`src/rtl/add_pkg.sv`:
```
// Shared definitions for the chunked multi-word adder: FSM encoding and default geometry.
package add_pkg;

    localparam int N_DEF     = 8;
    localparam int WORDS_DEF = 4;

    typedef enum logic [1:0] {
        IDLE = 2'd0,
        RUN  = 2'd1,
        DONE = 2'd2
    } state_e;

endpackage

```
`src/rtl/ripple_carry.sv`:
```
// N-bit combinational ripple-carry adder; the single adder shared across all chunks.
module ripple_carry #(
    parameter int N = 8
) (
    input  logic [N-1:0] A,
    input  logic [N-1:0] B,
    input  logic         c,
    output logic [N-1:0] sum,
    output logic         c_out
);

    logic [N:0] cy;

    assign cy[0] = c;

    for (genvar i = 0; i < N; i++) begin : g_bit
        assign sum[i]  = A[i] ^ B[i] ^ cy[i];
        assign cy[i+1] = (A[i] & B[i]) | (cy[i] & (A[i] ^ B[i]));
    end

    assign c_out = cy[N];

endmodule

```
`src/rtl/multiword_add_ctrl.sv`:
```
// Sequential N*WORDS-bit adder: one N-bit ripple adder walks the chunks LSB first, one per cycle.
module multiword_add_ctrl
    import add_pkg::*;
#(
    parameter int N     = N_DEF,
    parameter int WORDS = WORDS_DEF
) (
    input  logic               clk,
    input  logic               rst_n,
    input  logic               start,
    input  logic [N*WORDS-1:0] a_in,
    input  logic [N*WORDS-1:0] b_in,
    input  logic               cin,
    output logic               busy,
    output logic               done,
    output logic [N*WORDS-1:0] result,
    output logic               cout
);

    localparam int IDX_W = $clog2(WORDS);
    localparam logic [IDX_W-1:0] IDX_LAST = IDX_W'(WORDS - 1);

    state_e                     state_q;
    logic [IDX_W-1:0]           idx_q;
    logic [IDX_W-1:0]           idx_d;
    logic                       carry_q;
    logic [WORDS-1:0][N-1:0]    a_q;
    logic [WORDS-1:0][N-1:0]    b_q;
    logic [WORDS-1:0][N-1:0]    res_q;
    logic                       cout_q;
    logic                       busy_q;
    logic                       done_q;

    logic [N-1:0]               sum;
    logic                       c_out;

    ripple_carry #(.N(N)) u_rca (
        .A     (a_q[idx_q]),
        .B     (b_q[idx_q]),
        .c     (carry_q),
        .sum   (sum),
        .c_out (c_out)
    );

    assign idx_d = idx_q + IDX_W'(1);

    always_ff @(posedge clk or negedge rst_n) begin
        if (!rst_n) begin
            state_q <= IDLE;
            idx_q   <= '0;
            carry_q <= 1'b0;
            a_q     <= '0;
            b_q     <= '0;
            res_q   <= '0;
            cout_q  <= 1'b0;
            busy_q  <= 1'b0;
            done_q  <= 1'b0;
        end else begin
            case (state_q)
                IDLE: begin
                    done_q <= 1'b0;
                    if (start) begin
                        a_q     <= a_in;
                        b_q     <= b_in;
                        carry_q <= cin;
                        idx_q   <= '0;
                        res_q   <= '0;
                        cout_q  <= 1'b0;
                        busy_q  <= 1'b1;
                        state_q <= RUN;
                    end
                end
                RUN: begin
                    res_q[idx_q] <= sum;
                    carry_q      <= c_out;
                    // Park idx at 0 on the final chunk so it never leaves 0..WORDS-1.
                    if (idx_q == IDX_LAST) begin
                        idx_q   <= '0;
                        cout_q  <= c_out;
                        busy_q  <= 1'b0;
                        done_q  <= 1'b1;
                        state_q <= DONE;
                    end else begin
                        idx_q <= idx_d;
                    end
                end
                DONE: begin
                    done_q  <= 1'b0;
                    state_q <= IDLE;
                end
                default: begin
                    busy_q  <= 1'b0;
                    done_q  <= 1'b0;
                    state_q <= IDLE;
                end
            endcase
        end
    end

    assign busy   = busy_q;
    assign done   = done_q;
    assign result = res_q;
    assign cout   = cout_q;

endmodule

```
`config.mk`:
```
export PLATFORM = sky130hd
export DESIGN_NAME = multiword_add_ctrl
export DESIGN_NICKNAME = d
export VERILOG_FILES = /design/src/rtl/add_pkg.sv /design/src/rtl/ripple_carry.sv /design/src/rtl/multiword_add_ctrl.sv
export SDC_FILE = /design/constraint.sdc
export NUM_CORES = 1
export LEC_CHECK = 0
export CAP_MARGIN = 20
export CORE_AREA = 2 2 88 132
export DETAILED_ROUTE_END_ITERATION = 8
export DIE_AREA = 0 0 90 134
export GPL_ROUTABILITY_DRIVEN = 0
export PLACE_DENSITY = 0.76
export SLEW_MARGIN = 20
export SYNTH_ARGS = -nofsm -noshare
export SYNTH_HDL_FRONTEND = slang
export SYNTH_SLANG_ARGS = --single-unit
```
`constraint.sdc`:
```
create_clock -name clk -period 4.6 [get_ports clk]
set_input_delay 0.46 -clock clk [delete_from_list [all_inputs] [get_ports clk]]
set_output_delay 0.46 -clock clk [all_outputs]
set_load 0.005 [all_outputs]
```
==> impl_metrics.yaml <==
route:
  first_pass_iters: 4
  drt-initial-drc-count: 166
  drt-wirelength-per-cell_um: 18.2
  viasPerCell: 5.35
  ant_nets: 0
  wirelength_um: 11100
  drcViolationCount: 0
  vias: 3261
worst_setup_path:
  crit_start: "idx_q[0]"
  required_ns: 4.85
  crit_top_cell: "fa_1"
  arrival_ns: 4.32
  cp_slowest_cell: "mux4_2"
  cp-end-kind: "flop"
  crit_chain: "buf_4 -> mux4_2 -> inv_1 -> fa_1 -> fa_1 -> inv_1 -> fa_1 -> fa_1 -> inv_1 -> fa_1 -> inv_1 -> fa_1 -> fa_1 -> nand2_1 -> o211ai_1"
  critPathMaxStageDelay_ns: 0.54
  worstReg2RegStart: "idx_q[0]"
  timing.critical_path.from_type: "flop"
  path_max_fanout: 10
  crit_type: "reg2reg"
floorplan:
  start_util_pct: 44.1
  ios: 103
  die_y_um: 134
  rows: 47
  core_sq_um: 10900
  die_w_um: 90
  die_area_sq_um: 12100
layout:
  diodes: 0
  area_growth_pct: 27.7
  final_area_sq_um: 6160
  layout.nets: 541
  drive_gt1_share_pct: 22.5
cts:
  postCtsSetupBuffers: 0
  cts-hold-fix-buffers: 0
  path_clk_slew_ns: 0.07
  cts_max_path_buffers: 2
  htreeDepth: 3
  cts_resized: 0
  clockRootBuffer: "clkbuf_16"
  clk_latency_ns: 0.35
  cts_num_sinks: 104
  cts_made_buffers: 9
  cts_tree: "done"
synth:
  syn-num-nets: 443
  synth_area_leaders: "dfrtp_1, mux2_2, mux4_2, nand2_1, fa_1"
  synth_top_area_share_pct: 53.9
  synthFlopType: "dfrtp_1"
  yosysMostFrequentCell: "dfrtp_1"
  synthArstFlopShare_pct: 100
  synth_seq_cells: 104
  syn-cell-area_sq_um: 4830
  synth_common_cells: "dfrtp_1, nand2_1, mux2_2, inv_1"
  synth_warnings: 0
  yosysTopAreaCell: "dfrtp_1"
  avgSynthCellArea_sq_um: 13.3
  synth_edf_count: 0
  ys_types: 30
  synth_cells: 363
  ys_seq_area_share_pct: 53.9
pwr:
  swShare_pct: 38.3
  p_per_area_nw_per_um2: 748
  ir_drop_mv: 0.347
  p_leak_nw: 2.53
  pwr-share-seq_pct: 35.9
  switching_power_w: 0.00177
  power_frac_comb_pct: 49.8
  p_int_w: 0.00285
  p_clk_share_pct: 14.3
sta:
  fin_worst_skew_ns: 0.00862
  finalHoldViolCount: 0
  slew_violations: 0
  worst_pin_slew_ns: 1.02
  final.min_clock_period_ns: 4.08
  finalCritPeriodShare_pct: 88.6
  timing.fmax_ghz: 0.245
  relSlewSlack_pct: 31.7
  tns_ns: 0
  final-setup-viol-count: 0
  rsz0062_at_grt: "no"
  hold-worst-slack_ns: 0.218
placement:
  dp_hpwl_um: 8390
  dpl_cell_area_sq_um: 5920
  io_buffers: 102
global_route:
  grtUsageTotal_pct: 19.2
  grt_pass1_wl_um: 17900
  antenna_found_initial: 0
  grt_pass1_vias: 3454
  grt_overflow: 0
  grt_max_degree: 68
run:
  timing.max_cap.violations: 0
status:
  outcome: "finished, final reports clean"
worst_hold_path:
  worstHoldPathType: "in2async"
[routing by layer]
| layer | global-route usage (%) | routed length, um | vias to the layer above |
|---|---|---|---|
| met5 | 0 | 0 | - |
| met4 | 10.4 | 312 | 0 |
| met3 | 2.70 | 457 | 17 |
| met2 | 34.5 | 6090 | 111 |
| met1 | 22.1 | 4230 | 1656 |
| li1 | - | - | 1477 |
[cells in the final DEF (no fill, tap or decap), types with 2 or more instances in the layout]
| master | count |
|---|---|
| inv_1 | 17 |
| clkdlybuf4s50_1 | 101 |
| mux2_2 | 64 |
| o311ai_1 | 5 |
| clkbuf_16 | 9 |
| a21oi_1 | 3 |
| clkinv_2 | 2 |
| nand2_1 | 72 |
| fa_1 | 8 |
| dfrtp_1 | 104 |
| buf_4 | 6 |
| nor2_1 | 4 |
| nand2_4 | 3 |
| mux4_2 | 16 |
| clkbuf_1 | 2 |
| ha_1 | 4 |
| o22ai_1 | 2 |
| nor2b_1 | 3 |
| o311ai_0 | 12 |
| o211ai_1 | 16 |
[metrics by stage]
stage / total power [W] / setup WS (ns) / cells / utilization [%]
after floorplan: 0.00319 / 0.763 / 363 / -
after global placement: 0.00388 / 0.667 / 597 / 54.1
after detailed placement: 0.00399 / 0.534 / 597 / 54.1
after CTS: 0.00465 / 0.484 / 610 / 56.3
after global routing: 0.00494 / 0.332 / 610 / 56.3
final: 0.00461 / 0.525 / 610 / 56.3
[layout make-up]
type,count,area [sq um]
tap,147,184
timing repair buffer,107,1060
multi-input combinational,222,2010
clock buffer,11,233
sequential,104,2600
clock inverter,2,10.0
inverter,17,63.8
fill,934,4770
[power groups by stage]
stage / logic, W / clock network, W / registers (W)
after CTS: 0.00232 / 0.000674 / 0.00166
after global placement: 0.00223 / 0 / 0.00165
after floorplan: 0.00165 / 0 / 0.00154
after detailed placement: 0.00231 / 0 / 0.00168
after global routing: 0.00252 / 0.000706 / 0.00171
final: 0.00230 / 0.000659 / 0.00165
[flip-flops by register name, indices dropped and copies added, names as in the netlist]
register / flops
result: 32
carry_q: 1
idx_q: 2
state_q: 2
cout: 1
a_q: 32
busy: 1
b_q: 32
done: 1
[cells by family (layout without fill, tap and decap cells)]
| logic type | count (synthesis) | count (layout) | synth area share [%] |
|---|---|---|---|
| AND/OR/NAND/NOR | 88 | 88 | 8.14 |
| flip-flops | 104 | 104 | 53.9 |
| buffers and inverters | 37 | 137 | 4.35 |
| AO/OA/AOI/OAI | 42 | 42 | 6.84 |
| multiplexers | 80 | 80 | 22.4 |
| adder cells (fa/ha/maj) | 12 | 12 | 4.35 |
[critical path: cells and delay by family, from the launching register on]
family,cells,cell delay (ns)
adder cells (fa/ha/maj),7,2.10
buffers and inverters,5,0.55
multiplexers,1,0.54
flip-flops,1,0.46
AO/OA/AOI/OAI,1,0.22
AND/OR/NAND/NOR,1,0.10
[path summary, 6_finish.rpt]
kind / endpoint / slack [ns] / depth (start not counted)
setup / recovery: result[31] / 0.52 / 15
hold / removal: result[20] / 0.22 / 1
setup reg to reg: result[31] / 0.52 / 15
hold reg to reg: a_q[1] / 0.51 / 1
max in group asynchronous: b_q[22] / 3.37 / 2
min in group clk: a_q[1] / 0.51 / 1
(Power assumes the default switching activity.)
